--- config.mk ---
export PLATFORM = sky130hd
export DESIGN_NAME = serial_word_rx_flat
export DESIGN_NICKNAME = d
export VERILOG_FILES = /design/src/rtl/serial_word_rx_if.sv /design/src/rtl/serial_word_rx.sv /design/src/flat_wrapper.sv
export SDC_FILE = /design/constraint.sdc
export NUM_CORES = 1
export LEC_CHECK = 0
export CAP_MARGIN = 10
export CELL_PAD_IN_SITES_DETAIL_PLACEMENT = 1
export CELL_PAD_IN_SITES_GLOBAL_PLACEMENT = 2
export CORE_MARGIN = 3
export CORE_UTILIZATION = 39
export DETAILED_ROUTE_END_ITERATION = 16
export GPL_ROUTABILITY_DRIVEN = 0
export HOLD_SLACK_MARGIN = 0.05
export PLACE_DENSITY_LB_ADDON = 0.05
export REMOVE_ABC_BUFFERS = 1
export SYNTH_ARGS = -nofsm -noshare
export SYNTH_HDL_FRONTEND = slang
export SYNTH_SLANG_ARGS = --single-unit
--- constraint.sdc ---
create_clock -name clk -period 2.6 [get_ports clk]
set_input_delay 0.39 -clock clk [delete_from_list [all_inputs] [get_ports clk]]
set_output_delay 0.39 -clock clk [all_outputs]
set_load 0.01 [all_outputs]
--- src/rtl/serial_word_rx_if.sv ---
// Receiver-side signal bundle for the serial word link: the line in, the received word and status out.
// Defining SERIAL_RX_PARITY_EN adds the parityErr status line.
interface serial_word_rx_if #(
  parameter int WORD_W = 32
);
  logic              RxD;
  logic [WORD_W-1:0] dataIn;
  logic              dataValid;
  logic              frameErr;
  logic              busy;
`ifdef SERIAL_RX_PARITY_EN
  logic              parityErr;

  modport master (output RxD, input dataIn, input dataValid, input frameErr, input busy,
                  input parityErr);
  modport slave  (input RxD, output dataIn, output dataValid, output frameErr, output busy,
                  output parityErr);
`else
  modport master (output RxD, input dataIn, input dataValid, input frameErr, input busy);
  modport slave  (input RxD, output dataIn, output dataValid, output frameErr, output busy);
`endif
endinterface

--- src/rtl/serial_word_rx.sv ---
// Deserializes an idle-high, start/stop framed, LSB-first line into WORD_W-bit words.
// Defining SERIAL_RX_PARITY_EN adds an even-parity bit between the last data bit and the stop bit.
module serial_word_rx #(
  parameter int CLKS_PER_BIT = 16,
  parameter int WORD_W       = 32
) (
  input logic             clk,
  input logic             rst_n,
  serial_word_rx_if.slave rx
);
  localparam int DIV_W = $clog2(CLKS_PER_BIT);
  localparam int IDX_W = $clog2(WORD_W);
  localparam logic [DIV_W-1:0] HALF_TC  = DIV_W'(CLKS_PER_BIT / 2 - 1);
  localparam logic [DIV_W-1:0] FULL_TC  = DIV_W'(CLKS_PER_BIT - 1);
  localparam logic [IDX_W-1:0] LAST_IDX = IDX_W'(WORD_W - 1);

  typedef enum logic [2:0] {
    S_IDLE,
    S_START,
    S_DATA,
`ifdef SERIAL_RX_PARITY_EN
    S_PARITY,
`endif
    S_STOP,
    S_BREAK
  } state_t;

  state_t            state_q, state_d;
  logic [1:0]        sync_q, sync_d;
  logic [DIV_W-1:0]  div_q, div_d;
  logic [IDX_W-1:0]  idx_q, idx_d;
  logic [WORD_W-1:0] shift_q, shift_d;
  logic [WORD_W-1:0] data_q, data_d;
  logic              valid_q, valid_d;
  logic              ferr_q, ferr_d;
  logic              rx_s;
  logic              div_tc;
`ifdef SERIAL_RX_PARITY_EN
  logic              par_q, par_d;
  logic              perr_q, perr_d;
`endif

  assign rx_s = sync_q[1];

  always_comb begin
    sync_d  = {sync_q[0], rx.RxD};
    state_d = state_q;
    div_d   = div_q;
    idx_d   = idx_q;
    shift_d = shift_q;
    data_d  = data_q;
    valid_d = 1'b0;
    ferr_d  = 1'b0;
`ifdef SERIAL_RX_PARITY_EN
    par_d   = par_q;
    perr_d  = 1'b0;
`endif
    // The half-bit terminal count in START shifts every later sample to mid-bit.
    div_tc  = (state_q == S_START) ? (div_q == HALF_TC) : (div_q == FULL_TC);

    unique case (state_q)
      S_IDLE: begin
        div_d = '0;
        if (!rx_s) state_d = S_START;
      end
      S_START: begin
        if (div_tc) begin
          div_d   = '0;
          idx_d   = '0;
          state_d = rx_s ? S_IDLE : S_DATA;
        end else begin
          div_d = div_q + 1'b1;
        end
      end
      S_DATA: begin
        if (div_tc) begin
          div_d          = '0;
          shift_d[idx_q] = rx_s;
          if (idx_q == LAST_IDX) begin
`ifdef SERIAL_RX_PARITY_EN
            state_d = S_PARITY;
`else
            state_d = S_STOP;
`endif
          end else begin
            idx_d = idx_q + 1'b1;
          end
        end else begin
          div_d = div_q + 1'b1;
        end
      end
`ifdef SERIAL_RX_PARITY_EN
      S_PARITY: begin
        if (div_tc) begin
          div_d   = '0;
          par_d   = rx_s;
          state_d = S_STOP;
        end else begin
          div_d = div_q + 1'b1;
        end
      end
`endif
      S_STOP: begin
        if (div_tc) begin
          div_d = '0;
          if (rx_s) begin
            state_d = S_IDLE;
`ifdef SERIAL_RX_PARITY_EN
            if ((^shift_q) ^ par_q) begin
              perr_d = 1'b1;
            end else begin
              data_d  = shift_q;
              valid_d = 1'b1;
            end
`else
            data_d  = shift_q;
            valid_d = 1'b1;
`endif
          end else begin
            ferr_d  = 1'b1;
            state_d = S_BREAK;
          end
        end else begin
          div_d = div_q + 1'b1;
        end
      end
      S_BREAK: begin
        div_d = '0;
        if (rx_s) state_d = S_IDLE;
      end
      default: state_d = S_IDLE;
    endcase
  end

  always_ff @(posedge clk or negedge rst_n) begin
    if (!rst_n) begin
      sync_q  <= 2'b11;
      state_q <= S_IDLE;
      div_q   <= '0;
      idx_q   <= '0;
      data_q  <= '0;
      valid_q <= 1'b0;
      ferr_q  <= 1'b0;
`ifdef SERIAL_RX_PARITY_EN
      perr_q  <= 1'b0;
`endif
    end else begin
      sync_q  <= sync_d;
      state_q <= state_d;
      div_q   <= div_d;
      idx_q   <= idx_d;
      data_q  <= data_d;
      valid_q <= valid_d;
      ferr_q  <= ferr_d;
`ifdef SERIAL_RX_PARITY_EN
      perr_q  <= perr_d;
`endif
    end
  end

  // Assembly registers are only meaningful once committed, so they carry no reset.
  always_ff @(posedge clk) begin
    shift_q <= shift_d;
`ifdef SERIAL_RX_PARITY_EN
    par_q   <= par_d;
`endif
  end

  assign rx.dataIn    = data_q;
  assign rx.dataValid = valid_q;
  assign rx.frameErr  = ferr_q;
  assign rx.busy      = (state_q != S_IDLE);
`ifdef SERIAL_RX_PARITY_EN
  assign rx.parityErr = perr_q;
`endif
endmodule

--- src/flat_wrapper.sv ---
// flat-port wrapper written by rule: the top's interface ports become plain ports
module serial_word_rx_flat 
#(
  parameter int CLKS_PER_BIT = 16,
  parameter int WORD_W       = 32
)
  (clk, rst_n, rx_RxD, rx_dataIn, rx_dataValid, rx_frameErr, rx_busy);
  serial_word_rx_if #(.WORD_W(WORD_W)) rx_i ();
  input logic clk;
  input logic rst_n;
  input wire logic [$bits(rx_i.RxD)-1:0] rx_RxD;
  output wire logic [$bits(rx_i.dataIn)-1:0] rx_dataIn;
  output wire logic [$bits(rx_i.dataValid)-1:0] rx_dataValid;
  output wire logic [$bits(rx_i.frameErr)-1:0] rx_frameErr;
  output wire logic [$bits(rx_i.busy)-1:0] rx_busy;
  assign rx_i.RxD = rx_RxD;
  assign rx_dataIn = rx_i.dataIn;
  assign rx_dataValid = rx_i.dataValid;
  assign rx_frameErr = rx_i.frameErr;
  assign rx_busy = rx_i.busy;
  serial_word_rx #(.CLKS_PER_BIT(CLKS_PER_BIT), .WORD_W(WORD_W)) u_core (.clk(clk), .rst_n(rst_n), .rx(rx_i));
endmodule
Word-level counts from Yosys, hierarchy flattened
Cells that the tools add are included.
{"block": "totals", "in_bits": 3, "register_bits": 80, "out_inout_bits": 35}
{"block": "classes", "n_reduce_logical": 11, "n_mux": 25, "addsub": 2, "magnitude_cmp": 2, "eq_ne": 14}
{"cell": "$bwmux W32", "n": 1}
{"cell": "$mux W3", "n": 7}
{"cell": "$mux W5", "n": 3}
{"cell": "$pmux W3 S5", "n": 1}
{"cell": "$ne A2 B1 Y1 const B", "n": 5}
{"cell": "$pmux W5 S2", "n": 1}
{"cell": "$mux W1", "n": 8}
{"cell": "$pmux W4 S2", "n": 1}
{"cell": "$eq A3 B2 Y1 const B", "n": 2}
{"cell": "$lt A5 B6 Y1 const B", "n": 1}
{"cell": "$reduce_and A6 Y1", "n": 1}
{"cell": "$add A5 B1 Y5 const B", "n": 1}
{"cell": "$demux W1 S5", "n": 1}
{"cell": "$eq A5 B5 Y1 const B", "n": 1}
{"cell": "$ge A5 B1 Y1 const B", "n": 1}
{"cell": "$add A4 B1 Y4 const B", "n": 1}
{"cell": "$eq A4 B3 Y1 const B", "n": 1}
{"cell": "$eq A4 B4 Y1 const B", "n": 1}
{"cell": "$mux W4", "n": 1}
{"cell": "$ne A2 B2 Y1 const B", "n": 2}
{"cell": "$reduce_and A4 Y1", "n": 1}
{"cell": "$reduce_bool A2 Y1", "n": 2}
{"cell": "$eq A3 B1 Y1 const B", "n": 1}
{"cell": "$eq A3 B3 Y1 const B", "n": 1}
{"cell": "8 further kinds", "n": 8}

Logic depth before layout (Yosys ltp)
Gate-level depths: netlist (run 1).
{"block": "depth", "depth_word": 5, "ltp_mapped": 8, "ltp_nobuf": 7}

Worst setup path before layout (run 1)
Ideal clock, no wire load.
{"block": "synth_timing", "path_type": "register -> register", "start": "register u_core.idx_q[0]", "end": "register u_core.idx_q[2]", "required_ns": 2.501, "setup_ns": 0.099, "arrival_ns": 1.889, "slack_ns": 0.611, "path_stages_with_launch": 9, "synth_period_minus_slack_ns": 1.989, "cell_sequence": "dfrtp_1 ha_1 and3_1 ha_1 or3b_1 clkbuf_1 nor2_2 a21oi_1 a311oi_1"}
{"block": "synth_between", "elab_chain_len": 4}
{"element": "start: declaration", "line_no": "serial_word_rx.sv:31", "text": "logic [IDX_W-1:0] idx_q, idx_d;"}
{"element": "start signal: assignment", "line_no": "serial_word_rx.sv:151", "text": "idx_q <= idx_d;"}
{"element": "$add A5 B1 Y5", "line_no": "serial_word_rx.sv:86", "text": "idx_d = idx_q + 1'b1;"}
{"element": "$mux W5", "line_no": "serial_word_rx.sv:79", "text": "if (idx_q == LAST_IDX) begin"}
{"element": "$mux W5", "line_no": "serial_word_rx.sv:76", "text": "if (div_tc) begin"}
{"element": "$pmux W5 S2", "line_no": "serial_word_rx.sv:61", "text": "unique case (state_q)"}
Parallel ways exist; a longest one is shown, timed or not. The select of a mux whose other input is x is not followed.
A chain may end at the register's enable or synchronous reset.

Worst setup path in the final report (run 1)
Ends and elaborated chain as after synthesis.

==> impl_summary.md, run 1 <==
Timing
The final worst clock skew is 11.8 ps. The worst path setup slack after routing is 350 ps. Final hold analysis gives a worst-case slack of 364 ps. The clock period could shrink to 2250 ps. The count of final max-slew check failures was 0. The maximum achievable frequency is 444 MHz. The final setup violation count is 0. The transition at the pin with the smallest max-transition slack is 508 ps. In the final timing run, aggregate negative setup slack is 0 ps. The hold violation count in the final report came to 0. Of the available clock period, the critical path in the final layout requires 86.6%. Setup repair after global routing left no endpoint under its margin. The worst pin sits at a relative slew slack of 65.8%.

Clocking
Clock tree synthesis inserted a total of 9 buffers. CTS built an H-tree with a depth of 3. The sink count of the clock tree is 80. The number of buffers added for setup after CTS is 0. After clock tree synthesis, the clock-pin slew on the worst setup and hold paths is 90 ps. TritonCTS built the clock tree.

Clock latency on the worst-skew pair, taken at its later pin, is 350 ps. Clock tree synthesis selected as its root buffer the cell sky130_fd_sc_hd__clkbuf_8. The maximum root-to-sink buffer count is 2.

Power and ir drop
Of the total power, the share spent switching nets is 26.9%. In this run the power spent charging and discharging nets is 930 uW. Summed over all cells, the static leakage comes to 0.00165 uW. Of the total power, the clock network draws 31.9%.

The part of the total power dissipated in sequential elements is 45.0%. The largest vdd supply drop is 0.262 mV. The internal portion of the total power is 2520 uW. The logic gate share of total power is 23.1%. Dividing total power by cell area gives a power density of 835 nW/um^2.

Yosys
Counting flops with a built-in enable in the synthesized netlist gives 32. Synthesis inferred 80 register bits. For this run, asynchronously set or reset flops after synthesis account for 60.0%. The most used flip-flop cell after synthesis is sky130_fd_sc_hd__dfrtp_1. The most common cell in the synthesized netlist is sky130_fd_sc_hd__dfrtp_1.

Dividing the synthesized area by the synthesized cell count gives 14.2 um^2. In the post-synthesis netlist, the biggest area contributors are sky130_fd_sc_hd__dfrtp_1, sky130_fd_sc_hd__edfxtp_1, sky130_fd_sc_hd__mux2_4, sky130_fd_sc_hd__nor2_1, sky130_fd_sc_hd__ha_1. During synthesis, Yosys emitted a total of 0 warnings. Synthesis produced a netlist whose cell count is 237. The cell taking the most area after synthesis is sky130_fd_sc_hd__dfrtp_1. The post-synthesis sequential area ratio is 64.4%. The commonest cells after synthesis are sky130_fd_sc_hd__dfrtp_1, sky130_fd_sc_hd__nor2_1, sky130_fd_sc_hd__edfxtp_1, sky130_fd_sc_hd__mux2_4, sky130_fd_sc_hd__nand2_1. The netlist uses 36 different library cells.

The share of synthesized area in the top cell type comes to 34.2%. The area of the mapped netlist is 3360 um^2.

Critical path
STA puts the critical path data required time at 2850 ps. On the critical path, the stage with the largest delay is an instance of sky130_fd_sc_hd__or3b_1. The kind of cell adding the most delay to the critical path is simple AND/OR/NAND/NOR gates. The critical path launch point is u_core.idx_q[0]$_DFFE_PN0P_. The signal on the critical path passes through ha_1, and3_1, ha_1, or3b_1, nor2_2, a21oi_1, a311oi_1. STA puts the critical path data arrival time at 2500 ps. The path type of the worst setup path is reg2reg.

The element type at the critical path end is a register. The cell that appears most often on the critical path is sky130_fd_sc_hd__ha_1. STA classifies the critical path startpoint as a register. The maximum single-stage delay on the critical path is 470 ps. The startpoint identified for the worst register-to-register timing path is u_core.idx_q[0]$_DFFE_PN0P_. The worst-path maximum fanout is 6. Together, buffers and inverters on the worst path number 0.

Route
The number of nets with antenna violations after detailed routing is 0. Dividing the detail-routed wire length by the instance count gives 17.0 um. The detailed-route vias per instance is 5.04.

Detailed routing inserted a total of 1977 vias. The total routed wirelength is 6.67 mm. The residual DRC count is 0.

The starting DRC count in detailed routing is 57. The length of the first detailed-routing pass in iterations is 4.

Run
The max-cap check violation count is 0.

Place
The number of I/O port buffers is 37. Including well taps, the total number of placed cells is 375. The setup slack after placement is 374 ps.

The HPWL after detailed placement is 4.26 mm.

Global routing
The total overflow left after global routing is 0. The total routing usage reported by global routing is 14.7%. The via count of the first global-routing pass is 2045. Entering global routing, the biggest net connects 49 pins.

The initial antenna violation count is 0. The wire length of the first global-routing pass is 11.0 mm.

Floorplanning
Once the floorplan was initialized, standard cells occupied 40.5% of the core. The area of the die is 9770 um^2. The y dimension of the die is 98.9 um. The floorplan step defined a core boundary enclosing 8300 um^2. The I/O pin count is 38.

The floorplan row count is 33. The die is 98.9 um wide.

Layout
Relative to the synthesized area, the layout overhead comes to 22.9%. Leaving out filler cells and counting taps, the final layout contains 392. The number of antenna diodes in the final layout is 0. Cells with a size suffix above 1 make up 22.6% of the layout. The final net count is 291.

Outcome
The flow ran to the end, and the final reports show no timing, DRC or antenna violations.

Hold path
The path class of the lowest-slack min-delay path is reg2reg. The startpoint of the tightest hold check path is u_core.sync_q[0]$_DFF_PN1_.
==> final cells by class <==
type                       instances  area (um^2)
clock buffer                      11          163
clock inverter                     5         85.1
fill                             852         4170
inverter                           3         11.3
multi-input combinational        141         1110
sequential                        80         2160
tap                              105          131
timing repair buffer              47          468
==> through the flow <==
stage | power [uW] | utilization (%) | cell area (um^2)
finish | 3450 | 49.8 | 4130
global route | 3650 | 49.8 | 4130
CTS | 3500 | 49.8 | 4130
detailed placement | 2390 | 46.7 | 3880
global placement | 2370 | 46.7 | 3880
floorplan | 2030 | - | 3290
==> worst reg2reg max path: stages (launching register included) <==
cell                       delay (ps)
sky130_fd_sc_hd__dfrtp_1          430
sky130_fd_sc_hd__ha_1             280
sky130_fd_sc_hd__and3_1           170
sky130_fd_sc_hd__ha_1             200
sky130_fd_sc_hd__or3b_1           470
sky130_fd_sc_hd__nor2_2           230
sky130_fd_sc_hd__a21oi_1           90
sky130_fd_sc_hd__a311oi_1         280
==> power by group through the flow <==
stage,Clock [uW],Combinational [uW],Sequential (uW)
final,1100,798,1550
after global placement,0,795,1580
after CTS,1130,809,1560
after floorplan,0,386,1650
after global routing,1200,869,1580
after detailed placement,0,803,1580
==> cells in the final DEF (no fill, tap or decap), types with 3 or more instances in the layout <==
cell type,instances
sky130_fd_sc_hd__a21oi_1,4
sky130_fd_sc_hd__a22o_1,7
sky130_fd_sc_hd__a311oi_1,3
sky130_fd_sc_hd__buf_4,7
sky130_fd_sc_hd__clkbuf_8,10
sky130_fd_sc_hd__clkdlybuf4s50_1,36
sky130_fd_sc_hd__dfrtp_1,46
sky130_fd_sc_hd__edfxtp_1,32
sky130_fd_sc_hd__ha_1,6
sky130_fd_sc_hd__inv_1,3
sky130_fd_sc_hd__mux2_2,4
sky130_fd_sc_hd__mux2_4,29
sky130_fd_sc_hd__nand2_1,10
sky130_fd_sc_hd__nand3_1,3
sky130_fd_sc_hd__nand3b_1,5
sky130_fd_sc_hd__nor2_1,41
sky130_fd_sc_hd__o21ai_0,3
sky130_fd_sc_hd__or3_1,4
==> cell families after synthesis <==
logic type               share of synthesized area (%)
AO/OA/AOI/OAI                                     4.72
adder cells (fa/ha/maj)                           2.23
AND/OR/NAND/NOR                                   10.9
multiplexers                                      14.6
buffers and inverters                             2.64
flip-flops                                        64.4
XOR/XNOR                                         0.521
==> sequential cells by signal, summed over array words and instances, names as in the netlist <==
register / cells
u_core.rx.dataValid: 1
u_core.rx.frameErr: 1
u_core.state_q: 3
u_core.shift_q: 32
u_core.sync_q: 2
u_core.div_q: 4
u_core.rx.dataIn: 32
u_core.idx_q: 5
==> layer usage <==
| layer | track usage (%) | vias up | wire [um] |
|---|---|---|---|
| li1 | - | 929 | - |
| met1 | 20.9 | 1003 | 3290 |
| met2 | 21.6 | 37 | 3030 |
| met3 | 3.68 | 8 | 261 |
| met4 | 5.99 | 0 | 96 |
| met5 | 0 | - | 0 |
==> worst paths after layout <==
check                                                         to  slack (ps)  cells after the start
worst max-delay path                 u_core.idx_q[2]$_DFFE_PN0P_         350                      7
min in group asynchronous       u_core.rx.dataIn[22]$_DFFE_PN0P_         560                      3
worst min-delay path                  u_core.sync_q[1]$_DFF_PN1_         360                      0
max in group asynchronous             u_core.sync_q[0]$_DFF_PN1_        1760                      3
worst max register to register       u_core.idx_q[2]$_DFFE_PN0P_         350                      7
worst min register to register        u_core.sync_q[1]$_DFF_PN1_         360                      0
==> timing repair <==
item                      4_1_cts  5_1_grt
hold buffers                    1        0
resized for setup               0        0
hold endpoints to repair       46        0
No activity file was read; power rests on OpenSTA's default activity.
==> run 2, diff against run 1 <==
--- a/config.mk
+++ b/config.mk
@@ -9,8 +9,9 @@
 export CELL_PAD_IN_SITES_DETAIL_PLACEMENT = 1
 export CELL_PAD_IN_SITES_GLOBAL_PLACEMENT = 2
 export CORE_MARGIN = 3
-export CORE_UTILIZATION = 39
+export CORE_UTILIZATION = 44
 export DETAILED_ROUTE_END_ITERATION = 16
+export DONT_BUFFER_PORTS = 1
 export GPL_ROUTABILITY_DRIVEN = 0
 export HOLD_SLACK_MARGIN = 0.05
 export PLACE_DENSITY_LB_ADDON = 0.05
==> run 2 against run 1 <==
Effect of this change:
- power down 5.0%
- critical path depth is the same
- register-to-register slack gained 50 ps
- routed wire length fell by 2.5%
- clock power about the same
- non-clock buffer count down 41
- clock skew down 0.59 ps
- global-route usage grew 1.2 points
- sequential share of layout area increased by 5.6 points
- sequential power increased by 7%
- die area shrank 11%
- clock-buffer cell count down 2
==> impl_summary.md, run 2 (synthesized netlist as in run 1, its figures left out) <==
Critical path
The critical path in this run is classified as reg2reg. The reg-to-reg setup timing slack came to 400 ps (+50 ps). The buffering stage count on the worst path with inverters included is 0 (unchanged).

The end of the worst register-to-register path is u_core.idx_q[2]$_DFFE_PN0P_. The slowest stage of the critical path belongs to the cell sky130_fd_sc_hd__or3b_1. The most used cell along the critical path is sky130_fd_sc_hd__ha_1. The most critical setup path has its startpoint at u_core.idx_q[0]$_DFFE_PN0P_. Traced cell by cell, the critical path runs through ha_1, and3_1, ha_1, or3b_1, nor2_2, a21oi_1, a311oi_1. The cell depth of the worst setup path came to 7 (unchanged). The launching point of the worst reg2reg path is u_core.idx_q[0]$_DFFE_PN0P_. The element type at the critical path end is a register. The worst-path maximum fanout is 6 (unchanged). The maximum single-stage delay on the critical path is 460 ps (about the same). The arrival time at the worst endpoint is 2440 ps (-60 ps).

The type of element launching the critical path is a register. The critical path ends at u_core.idx_q[2]$_DFFE_PN0P_. In this design, the largest share of critical-path delay is due to simple AND/OR/NAND/NOR gates.

The depth of the worst register-to-register path is 7 (unchanged). The worst endpoint required time is 2850 ps (about the same).

Place
The total placed cells including tap cells is 326 (-13%). The number of I/O port buffers is 0 (-100%). The total half-perimeter wirelength after legalization and detailed placement was 4.21 mm (-1.1%). The setup slack after placement was 437 ps (+63.2 ps).

Timing
The accumulated negative setup slack is 0 ps (unchanged). The worst path setup slack after routing is 402 ps (+52.7 ps). The hold violation count in the final report is 0 (unchanged). The transition at the pin with the smallest max-transition slack is 484 ps (-23.9 ps). The final worst clock skew is 11.2 ps (-0.587 ps). The final setup violation count is 0 (unchanged).

The worst hold margin is 359 ps (-4.51 ps). The post-layout minimum cycle time is 2200 ps (-52.7 ps). The period utilization came to 84.5% (-2.0 points). Setup repair after global routing left no endpoint under its margin. The maximum achievable frequency is 455 MHz (+2.4%). The tightest slew margin relative to the limit is 67.4% (+1.6 points). The count of final max-slew check failures is 0 (unchanged).

Clocking
The sink count of the clock tree is 80 (unchanged). The number of H-tree levels is 3 (unchanged). CTS placed an instance of sky130_fd_sc_hd__clkbuf_8 at the clock tree root.

The later-pin clock latency in the skew report was 350 ps (about the same). The clock buffer count from CTS is 9 (unchanged). The maximum root-to-sink buffer count is 2 (unchanged).

The number of buffers added for setup after CTS is 0 (unchanged). The clock-pin slew of the registers on the worst-case setup and hold paths is 80 ps (about the same). The CTS tree is yes.

Layout
The library cell used most frequently in the layout, excluding fill and tap cells, is sky130_fd_sc_hd__dfrtp_1. The share of final-layout standard cells stronger than drive strength 1 is 23.6% (+0.93 points). The area overhead of the layout relative to synthesis is 11.0%.

The antenna diode instance count is 0 (unchanged). The number of fillers in the final layout is 719 (-16%). The multi-input logic area is 1110 um^2 (unchanged). The area of all sequential standard cells is 2160 um^2 (unchanged). The final instance count without filler cells is 345 (-12%). The final core utilization is 50.9% (+1.1 points).

The final net count came to 250 (-14%). The top cell types in the final layout, fill and taps aside, are sky130_fd_sc_hd__dfrtp_1, sky130_fd_sc_hd__nor2_1, sky130_fd_sc_hd__edfxtp_1.

Route
The starting DRC count in detailed routing is 72 (+26%). The number of nets with antenna violations after detailed routing is 0 (unchanged). The detailed-route vias per instance is 5.34 (+6.0%). The routed via count is 1844 (-6.7%). The length of the first detailed-routing pass in iterations came to 4 (unchanged).

The total routed wirelength came to 6.50 mm (-2.5%). The average detailed-routed wire length per instance is 18.8 um (+11%). The residual DRC count came to 0 (unchanged).

Global routing
The via count of the first global-routing pass is 1937 (-5.3%). The initial antenna violation count came to 0 (unchanged). The largest net degree at the start of global routing is 49 (unchanged).

The total grt overflow was 0 (unchanged). The total routing usage reported by global routing was 15.9% (+1.2 points). The wire length of the first global-routing pass is 10.4 mm (-5.5%).

Floorplanning
The area of the die was 8730 um^2 (-11%). The width of the chip is 93.4 um (-5.5%). The y dimension of the die came to 93.4 um (-5.5%). The area inside the core boundary is 7330 um^2 (-12%).

The floorplan row count is 31 (-6.1%). The I/O pin count was 38 (unchanged). The starting utilization of the core area was 45.9% (+5.4 points).

Power and ir drop
The static power due to leakage is 0.00150 uW (-9.0%). The logic gate share of total power is 16.1% (-7.0 points). The switching power total came to 904 uW (-2.8%). The internal power contribution is 2380 uW (-5.8%). The clock network fraction of total power was 33.4% (+1.5 points).

The power density normalized to cell area was 878 nW/um^2 (+5.2%). The part of the total power dissipated in sequential elements came to 50.5% (+5.5 points). The largest vdd supply drop is 0.323 mV (+23%). The fraction of power spent switching nets came to 27.6% (+0.63 points).

Hold path
The path class of the lowest-slack min-delay path is reg2reg.

Run
The max-cap check violation count is 0 (unchanged).

Outcome
The flow ran to the end, and the final reports show no timing, DRC or antenna violations.
-- run 2: routing by layer --
layer / share of wire (%) / GRT usage (%) / wire (um) / vias to the layer above
met5: 0 / 0 / 0 / -
met4: 1.9 / 6.96 / 121 / 0
met3: 3.6 / 3.70 / 231 / 10
met2: 51 / 27.4 / 3340 / 35
met1: 43 / 19.0 / 2810 / 954
li1: - / - / - / 845
-- run 2: metrics by stage --
step           total power [uW]  area [um^2]
2_1_floorplan              2030         3290
3_3_place_gp               2150         3450
3_5_place_dp               2200         3450
4_1_cts                    3330         3730
5_1_grt                    3450         3730
6_report                   3280         3730
-- run 2: power by group through the flow --
stage	sequential (uW)	combinational [uW]	clock (uW)
3_5_place_dp	1680	511	0
5_1_grt	1680	587	1180
6_report	1660	527	1100
4_1_cts	1660	539	1130
3_3_place_gp	1670	480	0
2_1_floorplan	1650	386	0
-- run 2: worst min-delay path by stage --
| stage | from | to | slack (ps) | cells after the start |
|---|---|---|---|---|
| 2_1_floorplan | rst_n | u_core.div_q[0]$_DFFE_PN0P_ | 90 | 0 |
| 3_3_place_gp | rst_n | u_core.rx.dataIn[26]$_DFFE_PN0P_ | 100 | 0 |
| 3_5_place_dp | rst_n | u_core.rx.dataIn[24]$_DFFE_PN0P_ | 100 | 0 |
| 4_1_cts | u_core.sync_q[0]$_DFF_PN1_ | u_core.sync_q[1]$_DFF_PN1_ | 360 | 0 |
| 5_1_grt | u_core.sync_q[0]$_DFF_PN1_ | u_core.sync_q[1]$_DFF_PN1_ | 370 | 0 |
| 6_report | u_core.sync_q[0]$_DFF_PN1_ | u_core.sync_q[1]$_DFF_PN1_ | 360 | 0 |
-- run 2: final cells by class --
| type | instances | share of cell area, % |
|---|---|---|
| well taps | 99 | 3.32 |
| inverters | 3 | 0.302 |
| clock buffers | 9 | 3.32 |
| flip-flops and latches | 80 | 58.0 |
| multi-input cells | 141 | 29.8 |
| clock inverters | 7 | 3.12 |
| repair buffers | 6 | 2.21 |
-- run 2: timing repair --
| action | CTS | global route |
|---|---|---|
| resized for setup | 0 | 0 |
| hold endpoints to repair | 49 | 0 |
| hold buffers | 3 | 0 |
==> run 3, diff against run 2 <==
--- a/config.mk
+++ b/config.mk
@@ -9,7 +9,7 @@
 export CELL_PAD_IN_SITES_DETAIL_PLACEMENT = 1
 export CELL_PAD_IN_SITES_GLOBAL_PLACEMENT = 2
 export CORE_MARGIN = 3
-export CORE_UTILIZATION = 44
+export CORE_UTILIZATION = 40
 export DETAILED_ROUTE_END_ITERATION = 16
 export DONT_BUFFER_PORTS = 1
 export GPL_ROUTABILITY_DRIVEN = 0
==> constraint.sdc (replaced) <==
create_clock -name clk -period 1.8 [get_ports clk]
set_input_delay 0.27 -clock clk [delete_from_list [all_inputs] [get_ports clk]]
set_output_delay 0.27 -clock clk [all_outputs]
set_load 0.01 [all_outputs]
==> run 3 against run 2 <==
Effect of this change:
- the flow now finishes with violations (negative setup slack)
- die area up 9.3%
- final cell count increased by 12%
- clock power rose by 8%
- largest cell class unchanged
- global-route usage fell by 0.19 points
- worst setup slack worse by 490 ps
==> impl_summary.md, run 3 (synthesized netlist as in run 1, its figures left out) <==
Outcome
The flow ran to the end, but the final reports show violations. The checks that failed: negative setup slack.

Layout
The area of all placed cells without fillers came to 4180 um^2 (+12%). The commonest non-fill, non-tap cell in the layout is sky130_fd_sc_hd__dfrtp_1. The area of all sequential standard cells is 2160 um^2 (unchanged). The number of fillers in the final layout is 794 (+10%). The share of final-layout standard cells stronger than drive strength 1 came to 44.5% (+21 points). The area overhead of the layout relative to synthesis is 24.2%. The multi-input logic area is 1260 um^2 (+14%). The final net count came to 287 (+15%). The top cell types in the final layout, fill and taps aside, are sky130_fd_sc_hd__dfrtp_1, sky130_fd_sc_hd__mux2_4, sky130_fd_sc_hd__edfxtp_1. The final core utilization is 52.7% (+1.8 points).

The antenna diode instance count is 0 (unchanged).

Clocking
The clock buffer count from CTS is 9 (unchanged). The clock-pin slew of the registers on the worst-case setup and hold paths is 90 ps (about the same). The cell sitting at the root of the clock tree is a sky130_fd_sc_hd__clkbuf_8. The maximum root-to-sink buffer count is 2 (unchanged). The sink count of the clock tree came to 80 (unchanged).

The number of H-tree levels is 3 (unchanged). The CTS tree is yes. The later-pin clock latency in the skew report is 350 ps (about the same).

Power and ir drop
The logic gate share of total power is 23.8% (+7.7 points). The clock network fraction of total power is 25.7% (-7.7 points). The part of the total power dissipated in sequential elements was 50.4% (about the same).

The largest vdd supply drop is 0.548 mV (+70%). The internal power contribution is 3200 uW (+35%). The total power consumption of the routed design is 4610 uW (+40%). The fraction of power spent switching nets is 30.5% (+3.0 points). The power density normalized to cell area is 1100 nW/um^2 (+25%). The switching power total is 1410 uW (+55%). The static power due to leakage is 0.00167 uW (+11%).

Route
The average detailed-routed wire length per instance was 19.7 um (+4.7%). The residual DRC count is 0 (unchanged). The detailed-route vias per instance is 5.15 (-3.7%). The routed via count came to 1982 (+7.5%). The starting DRC count in detailed routing is 38 (-47%). The length of the first detailed-routing pass in iterations came to 5 (+1). The number of nets with antenna violations after detailed routing is 0 (unchanged). The total routed wirelength is 7.60 mm (+17%).

Global routing
The initial antenna violation count came to 0 (unchanged). The largest net degree at the start of global routing is 49 (unchanged). The total routing usage reported by global routing came to 15.7% (-0.19 points). The wire length of the first global-routing pass is 11.7 mm (+13%).

The via count of the first global-routing pass came to 2170 (+12%). The total grt overflow is 0 (unchanged).

Floorplanning
The area of the die is 9540 um^2 (+9.3%). The area inside the core boundary is 7930 um^2 (+8.1%). The starting utilization of the core area is 42.4% (-3.5 points). The I/O pin count is 38 (unchanged).

The y dimension of the die was 97.7 um (+4.6%). The floorplan row count is 32 (+3.2%). The width of the chip came to 97.7 um (+4.6%).

Timing
Setup repair after global routing could not meet its margin everywhere. The transition at the pin with the smallest max-transition slack is 557 ps (+73.8 ps). The count of final max-slew check failures is 0 (unchanged). The hold violation count in the final report came to 0 (unchanged). The final worst clock skew is 10.3 ps (-0.925 ps). The accumulated negative setup slack is -761 ps (-761 ps). The tightest slew margin relative to the limit is 62.4% (-5.0 points). The period utilization was 105% (+20 points). The post-layout minimum cycle time is 1880 ps (-313 ps). The worst path setup slack after routing is -84.3 ps (-487 ps). The final setup violation count was 25 (+25).

The maximum achievable frequency came to 531 MHz (+17%).

Hold path
The worst hold path belongs to the class reg2reg.

Critical path
For this design, the slowest cell found on the critical path is sky130_fd_sc_hd__or3b_4. The maximum single-stage delay on the critical path is 420 ps (-40 ps). The worst setup path is captured at a register.

The kind of cell adding the most delay to the critical path is simple AND/OR/NAND/NOR gates. The worst endpoint required time is 2040 ps (-810 ps). The worst-path maximum fanout came to 6 (unchanged). The type of element launching the critical path is a register. The path type of the worst setup path is reg2reg. The arrival time at the worst endpoint is 2120 ps (-320 ps). The critical path goes through ha_2, and3_4, ha_4, or3b_4, mux2_4, a22o_1. The buffering stage count on the worst path with inverters included was 0 (unchanged).

Place
The placed instance area is 3620 um^2 (+5.1%). The total half-perimeter wirelength after legalization and detailed placement is 4.64 mm (+10%). The number of I/O port buffers came to 0 (unchanged).

Run
The max-cap check violation count is 0 (unchanged).
==> run 3: what timing repair did <==
action / in CTS / in global routing
hold buffers: 3 / 0
cloned: 1 / 2
resized for setup: 12 / 42
hold endpoints to repair: 49 / 0
buffers inserted: 5 / 6
pin swaps: 6 / 9
setup endpoints to repair: 32 / 52
==> run 3: final timing paths <==
kind,to,slack [ps],startpoint,cells past startpoint
min in group asynchronous,u_core.rx.dataIn[31]$_DFFE_PN0P_,440,rst_n,2
max in group asynchronous,u_core.sync_q[1]$_DFF_PN1_,1080,rst_n,2
max,u_core.idx_q[0]$_DFFE_PN0P_,-80,u_core.idx_q[0]$_DFFE_PN0P_,6
min,u_core.sync_q[1]$_DFF_PN1_,360,u_core.sync_q[0]$_DFF_PN1_,0
min reg2reg,u_core.sync_q[1]$_DFF_PN1_,360,u_core.sync_q[0]$_DFF_PN1_,0
max reg2reg,u_core.idx_q[0]$_DFFE_PN0P_,-80,u_core.idx_q[0]$_DFFE_PN0P_,6
==> run 3: layout make-up <==
class,count,area share (%)
flip-flops and latches,80,51.8
well taps,102,3.05
repair buffers,43,10.6
inverters,3,0.270
clock inverters,6,1.05
multi-input cells,141,30.2
clock buffers,10,3.05
==> run 3: power by group through the flow <==
| stage | combinational, uW | clock, uW | sequential (uW) |
|---|---|---|---|
| 6_report | 1100 | 1190 | 2320 |
| 5_1_grt | 1210 | 1300 | 2350 |
| 4_1_cts | 1040 | 1210 | 2320 |
| 3_5_place_dp | 920 | 0 | 2360 |
| 3_3_place_gp | 861 | 0 | 2340 |
| 2_1_floorplan | 557 | 0 | 2380 |
==> run 3: routing by layer <==
| layer | vias up | GRT usage (%) | wire length [um] |
|---|---|---|---|
| li1 | 921 | - | - |
| met2 | 37 | 27.4 | 3900 |
| met5 | - | 0 | 0 |
| met3 | 8 | 3.59 | 273 |
| met1 | 1016 | 19.2 | 3350 |
| met4 | 0 | 5.43 | 72 |
==> run 3: through the flow <==
| stage | instances | setup slack (ps) | hold WS, ps |
|---|---|---|---|
| finish | 385 | -84.3 | 363 |
| global route | 385 | -139 | 366 |
| CTS | 377 | -96.8 | 368 |
| detailed placement | 352 | -253 | -24.3 |
| global placement | 352 | -109 | -24.3 |
| floorplan | 224 | -812 | -25.6 |
==> run 3: worst reg2reg max path, stage by stage, from the launching register on <==
cell,delay (ps)
sky130_fd_sc_hd__dfrtp_1,400
sky130_fd_sc_hd__ha_2,190
sky130_fd_sc_hd__and3_4,150
sky130_fd_sc_hd__ha_4,150
sky130_fd_sc_hd__or3b_4,420
sky130_fd_sc_hd__mux2_4,290
sky130_fd_sc_hd__a22o_1,180
